**config.mk**
```make
export PLATFORM = sky130hd
export DESIGN_NAME = acc_cpu_core
export DESIGN_NICKNAME = d
export VERILOG_FILES = /design/src/rtl/acc_cpu_core.sv
export SDC_FILE = /design/constraint.sdc
export NUM_CORES = 1
export LEC_CHECK = 0
export ABC_AREA = 1
export BUFFER_PORTS_ARGS = -buffer_cell sky130_fd_sc_hd__buf_2
export CORE_MARGIN = 1.5
export CORE_UTILIZATION = 61
export CTS_CLUSTER_DIAMETER = 200
export DETAILED_ROUTE_END_ITERATION = 7
export PLACE_DENSITY = 0.9
export SLEW_MARGIN = 40
export SYNTH_ARGS = -nofsm -noshare
export SYNTH_HDL_FRONTEND = slang
export SYNTH_SLANG_ARGS = --single-unit
export TNS_END_PERCENT = 100
```
**constraint.sdc**
```tcl
create_clock -name clk -period 3.4 [get_ports clk]
set_clock_uncertainty 0.05 [all_clocks]
set_input_delay 0.51 -clock clk [delete_from_list [all_inputs] [get_ports clk]]
set_output_delay 0.51 -clock clk [all_outputs]
set_load 0.05 [all_outputs]
```
**src/rtl/acc_cpu_core.sv**
```systemverilog
// Accumulator CPU core: parametrised accumulator, on-chip data memory, carry/zero flags,
// valid/ready instruction port and a one-cycle done pulse per retired instruction.
module acc_cpu_core #(
  parameter int DATA_W = 4,
  parameter int ADDR_W = 4
) (
  input  logic              clk,
  input  logic              rst,
  input  logic              instr_valid,
  output logic              instr_ready,
  input  logic [3:0]        opcode,
  input  logic [ADDR_W-1:0] addr,
  input  logic [DATA_W-1:0] imm,
  output logic [DATA_W-1:0] acc_out,
  output logic              carry,
  output logic              zero,
  output logic              done,
  output logic [1:0]        dbg_state_o
);

  // Handshake: an instruction transfers on the rising edge where instr_valid && instr_ready;
  // instr_ready is high only in IDLE, and opcode/addr/imm are captured on that edge.

  typedef enum logic [1:0] {
    S_IDLE = 2'd0,
    S_MEM  = 2'd1,
    S_EXEC = 2'd2,
    S_DONE = 2'd3
  } state_t;

  localparam logic [3:0] OP_ADD   = 4'h0;
  localparam logic [3:0] OP_SUB   = 4'h1;
  localparam logic [3:0] OP_STORE = 4'h2;
  localparam logic [3:0] OP_LOAD  = 4'h3;
  localparam logic [3:0] OP_ADDM  = 4'h4;
  localparam logic [3:0] OP_AND   = 4'h5;
  localparam logic [3:0] OP_OR    = 4'h6;
  localparam logic [3:0] OP_XOR   = 4'h7;
  localparam logic [3:0] OP_NOT   = 4'h8;
  localparam logic [3:0] OP_SHL   = 4'h9;
  localparam logic [3:0] OP_SHR   = 4'hA;
  localparam logic [3:0] OP_LDI   = 4'hB;

  state_t              state_q, state_d;
  logic [3:0]          opc_q, opc_d;
  logic [ADDR_W-1:0]   addr_q, addr_d;
  logic [DATA_W-1:0]   imm_q, imm_d;
  logic [DATA_W-1:0]   acc_q, acc_d;
  logic                carry_q, carry_d;
  logic                zero_q, zero_d;
  logic [DATA_W-1:0]   rd_q;
  logic [DATA_W-1:0]   mem [2**ADDR_W];

  logic                accept;
  logic [DATA_W-1:0]   add_b;
  logic [DATA_W:0]     add_ext;
  logic [DATA_W:0]     sub_ext;
  logic [DATA_W-1:0]   alu_res;
  logic                alu_c;
  logic                wr_acc;
  logic                wr_c;

  assign accept      = instr_valid && (state_q == S_IDLE);
  assign instr_ready = (state_q == S_IDLE);
  assign done        = (state_q == S_DONE);
  assign acc_out     = acc_q;
  assign carry       = carry_q;
  assign zero        = zero_q;
  assign dbg_state_o = state_q;

  // ADDM shares the adder with ADD; its operand comes from the registered memory read.
  assign add_b   = (opc_q == OP_ADDM) ? rd_q : imm_q;
  assign add_ext = {1'b0, acc_q} + {1'b0, add_b};
  assign sub_ext = {1'b0, acc_q} - {1'b0, imm_q};

  always_comb begin
    alu_res = acc_q;
    alu_c   = carry_q;
    wr_acc  = 1'b0;
    wr_c    = 1'b0;
    case (opc_q)
      OP_ADD, OP_ADDM: begin alu_res = add_ext[DATA_W-1:0]; alu_c = add_ext[DATA_W]; wr_acc = 1'b1; wr_c = 1'b1; end
      OP_SUB:  begin alu_res = sub_ext[DATA_W-1:0]; alu_c = sub_ext[DATA_W]; wr_acc = 1'b1; wr_c = 1'b1; end
      OP_LOAD: begin alu_res = rd_q;          wr_acc = 1'b1; end
      OP_AND:  begin alu_res = acc_q & imm_q; wr_acc = 1'b1; end
      OP_OR:   begin alu_res = acc_q | imm_q; wr_acc = 1'b1; end
      OP_XOR:  begin alu_res = acc_q ^ imm_q; wr_acc = 1'b1; end
      OP_NOT:  begin alu_res = ~acc_q;        wr_acc = 1'b1; end
      OP_SHL:  begin alu_res = {acc_q[DATA_W-2:0], 1'b0}; alu_c = acc_q[DATA_W-1]; wr_acc = 1'b1; wr_c = 1'b1; end
      OP_SHR:  begin alu_res = {1'b0, acc_q[DATA_W-1:1]}; alu_c = acc_q[0];        wr_acc = 1'b1; wr_c = 1'b1; end
      OP_LDI:  begin alu_res = imm_q;         wr_acc = 1'b1; end
      default: ;
    endcase
  end

  always_comb begin
    state_d = state_q;
    opc_d   = opc_q;
    addr_d  = addr_q;
    imm_d   = imm_q;
    acc_d   = acc_q;
    carry_d = carry_q;
    zero_d  = zero_q;
    case (state_q)
      S_IDLE: begin
        if (accept) begin
          opc_d   = opcode;
          addr_d  = addr;
          imm_d   = imm;
          state_d = (opcode == OP_LOAD || opcode == OP_ADDM) ? S_MEM : S_EXEC;
        end
      end
      S_MEM:  state_d = S_EXEC;
      S_EXEC: begin
        state_d = S_DONE;
        if (wr_acc) begin
          acc_d  = alu_res;
          zero_d = (alu_res == '0);
        end
        if (wr_c) carry_d = alu_c;
      end
      S_DONE: state_d = S_IDLE;
      default: state_d = S_IDLE;
    endcase
  end

  always_ff @(posedge clk or posedge rst) begin
    if (rst) begin
      state_q <= S_IDLE;
      opc_q   <= '0;
      addr_q  <= '0;
      imm_q   <= '0;
      acc_q   <= '0;
      carry_q <= 1'b0;
      zero_q  <= 1'b0;
    end else begin
      state_q <= state_d;
      opc_q   <= opc_d;
      addr_q  <= addr_d;
      imm_q   <= imm_d;
      acc_q   <= acc_d;
      carry_q <= carry_d;
      zero_q  <= zero_d;
    end
  end

  // Memory contents survive reset; STORE commits on the EXEC edge, so a later MEM read sees it.
  always_ff @(posedge clk) begin
    if (state_q == S_EXEC && opc_q == OP_STORE) mem[addr_q] <= acc_q;
    if (state_q == S_MEM) rd_q <= mem[addr_q];
  end

endmodule

```
==> flow_summary_export.csv <==
group,metric,value,unit
run_status,status,"finished, final reports clean",
finish,design.final.nets,515,
finish,n_antenna_cell,0,
cts,clk_path_buf_depth,2,
finish,final_layout_size_suffix_gt1_frac,0.114,
synthesis,syn-num-nets,480,
finish,final-instance-count-excl-fill,578,
route,drt_first_pass_iters,5,
cts,cts.clk_slew.worst_paths,0.09,ns
floorplanning,core,6830,um^2
cts,cts_setup_buffers,0,
place,portBuffers,24,
route,route.vias.total,3386,
place,dpl_worst_slack,0.622,ns
power_and_ir_drop,power.leakage,0.00210,uW
synthesis,async_reset_ff_frac,0.227,
worst_setup_path,cp_max_fo,8,
synthesis,post_synth.cell_area_avg,9.86,um^2
worst_hold_path,hp-class,"in2async",
power_and_ir_drop,irDropWorstVdd,0.835,mV
place,place_inst,562,
route,drtIter0Drc,396,
worst_setup_path,worst-endpoint-required,3.66,ns
route,drc_errors,0,
floorplanning,fp.dieH,87.5,um
synthesis,synth_top_cell_area_share,0.469,
route,route.detailed.wl_per_inst,17.8,um
timing,finalCriticalPeriod,2.82,ns
synthesis,synth_edf_count,68,
floorplanning,start_util,0.638,
synthesis,netlist_area,4360,um^2
synthesis,post_synth_inst_count,442,
route,antenna_violating_nets_remaining,0,
cts,h-tree-depth,3,
worst_setup_path,critical_path_arrival,3.07,ns
timing,report.final.setup_viol,0,
place,hpwl_detailed,7.15,mm
synthesis,synthTopCellsByArea,"sky130_fd_sc_hd__edfxtp_1 (47%), sky130_fd_sc_hd__dfrtp_1 (11%), sky130_fd_sc_hd__nand2_1 (8.9%)",
finish,n_fill_cell,495,
synthesis,ys_warn_count,0,
job,drv.max_cap_violation_count,0,
global_routing,grt_pass1_vias,3343,
worst_setup_path,worstSetupEndpointType,"register",
cts,ctsHoldBuffers,0,
timing,slew_headroom,0.478,
global_routing,grt_pass1_wl,16.3,mm
cts,cts-root-buf,"sky130_fd_sc_hd__clkbuf_8",
timing,finalHoldViolations,0,
floorplanning,boundaryPins,25,
timing,max_freq,355,MHz
timing,max_slew.worst_pin.slew,0.781,ns
place,place_congestion,0.991,
global_routing,globalRouteOverflowTotal,0,
floorplanning,placementRows,30,
synthesis,synth_top_area_cell,"sky130_fd_sc_hd__edfxtp_1",
global_routing,largest_net_degree_at_the_start_of_global_routing,24,
timing,post-route-period-util,0.828,
cts,clk-insertion-delay-late,0.36,ns
timing,slew_viol_final,0,
synthesis,synthDistinctLibCells,28,
finish,area.growth.synth_to_final,10.6,%
route,drt-total-wl,10.3,mm
timing,rsz0062_at_grt,"false",
worst_setup_path,crit_path_start_kind,"register",
timing,hold_slack,0.0924,ns
synthesis,ys.flop_type,"sky130_fd_sc_hd__edfxtp_1",
synthesis,yosys_register_bits,88,
route,routed_via_density,5.86,
floorplanning,fp.dieArea,7660,um^2
power_and_ir_drop,power.density_cell_area,904,nW/um^2
cts,post_cts_resize_count,0,
global_routing,grt_use_total,0.293,
timing,setup_total_negative_slack,0,ns
synthesis,ys_seq_area_frac,0.584,
worst_setup_path,path_class,"reg2reg",
cts,tritoncts.num_buffers,9,
floorplanning,die_outline_width,87.5,um
global_routing,antenna_found_initial,0,
cts,cts_tree,"done",
power_and_ir_drop,power.total,4350,uW
timing,setup_slack,0.584,ns
cts,cts.sink_count,88,
cell usage in the layout (no fill, tap or decap), drive strengths merged, types with 2 or more instances in the layout:
| cell | netlist | layout |
|---|---|---|
| nand2 | 104 | 104 |
| edfxtp | 68 | 68 |
| nor2 | 62 | 62 |
| inv | 54 | 57 |
| a22oi | 32 | 32 |
| buf | 2 | 30 |
| nand3 | 22 | 22 |
| ha | 21 | 21 |
| dfrtp | 20 | 20 |
| a21oi | 20 | 20 |
| o21ai | 9 | 9 |
| clkbuf | 4 | 9 |
| nor3 | 6 | 6 |
| nand4 | 5 | 5 |
| clkinv | 2 | 5 |
| o22ai | 2 | 2 |
| fa | 2 | 2 |
per-stage QoR:
stage / utilization / area (um^2)
final: 0.705 / 4820
after floorplan: - / 4360
after detailed placement: 0.676 / 4620
after global placement: 0.676 / 4620
after global routing: 0.705 / 4820
after CTS: 0.705 / 4820
report_power, final:
part	internal [uW]	switching, uW	leakage (uW)
combinational	602	1460	0.00115
sequential	1410	154	0.000849
clock	347	386	0.000102
total	2360	2000	0.00210
cells by family (layout without fill, tap and decap cells):
group	Yosys count	after routing	synth area share
and+or+nand+nor	200	200	0.188
muxes	1	1	0.00258
buffers and inverters	62	102	0.0540
adders and majority gates	23	23	0.0695
AOI/OAI and AO/OA	68	68	0.103
DFF	88	88	0.584
worst max-delay path, stage by stage, from the launching register on:
cell and delay [ns]:
sky130_fd_sc_hd__dfrtp_1 0.43, sky130_fd_sc_hd__inv_1 0.11, sky130_fd_sc_hd__nor2_1 0.33, sky130_fd_sc_hd__nand2_1 0.26
sky130_fd_sc_hd__a21oi_1 0.23, sky130_fd_sc_hd__ha_1 0.18, sky130_fd_sc_hd__inv_1 0.06, sky130_fd_sc_hd__fa_1 0.47
sky130_fd_sc_hd__inv_1 0.04, sky130_fd_sc_hd__nand2_1 0.05, sky130_fd_sc_hd__nand2_1 0.06, sky130_fd_sc_hd__inv_1 0.05
sky130_fd_sc_hd__nand2_1 0.04, sky130_fd_sc_hd__nor2_1 0.09, sky130_fd_sc_hd__nand2_1 0.08, sky130_fd_sc_hd__nor2_1 0.10
sky130_fd_sc_hd__nand3_1 0.07, sky130_fd_sc_hd__nand2_1 0.06
synth_stat cells (2+ instances only):
library cell,count
sky130_fd_sc_hd__a22oi_1,32
sky130_fd_sc_hd__nand3_1,22
sky130_fd_sc_hd__clkbuf_1,4
sky130_fd_sc_hd__o22ai_1,2
sky130_fd_sc_hd__a21oi_1,19
sky130_fd_sc_hd__nor2_1,59
sky130_fd_sc_hd__clkinv_1,2
sky130_fd_sc_hd__fa_1,2
sky130_fd_sc_hd__dfrtp_1,20
sky130_fd_sc_hd__nor2_2,3
sky130_fd_sc_hd__ha_1,21
sky130_fd_sc_hd__nand2_1,103
sky130_fd_sc_hd__nand4_1,5
sky130_fd_sc_hd__o21ai_0,9
sky130_fd_sc_hd__nor3_1,5
sky130_fd_sc_hd__edfxtp_1,68
sky130_fd_sc_hd__inv_1,54
sky130_fd_sc_hd__buf_2,2
final timing paths:
kind	start	end	slack (ns)	depth (start not counted)
max in group asynchronous	rst	imm_q[0]	2.90	2
max reg2reg	opc_q[2]	zero	0.58	17
min	rst	addr_q[0]	0.09	2
min reg2reg	zero	zero	0.44	2
max	opc_q[2]	zero	0.58	17
min in group clk	addr[1]	addr_q[1]	0.33	2
routing by layer:
layer | GRT usage | wire length (um) | up-vias
met5 | 0 | 0 | -
met4 | 0.134 | 329 | 0
met3 | 0.0626 | 1010 | 32
met2 | 0.462 | 4780 | 204
met1 | 0.393 | 4190 | 1583
li1 | - | - | 1567
registers in the layout (all words and copies together) (netlist names):
register     count
zero             1
addr_q           4
imm_q            4
rd_q             4
dbg_state_o      2
mem             64
opc_q            4
acc_out          4
carry            1
layout make-up:
type                            instances  area (um^2)  area share
Clock inverter                          7         77.6      0.0161
Timing Repair Buffer                   30          165      0.0343
Clock buffer                            9          124      0.0257
Tap cell                               96          120      0.0249
Sequential cell                        88         2540       0.528
Inverter                               56          210      0.0436
Multi-Input combinational cell        292         1580       0.328
Note: power is estimated with default switching activity, not from simulation.
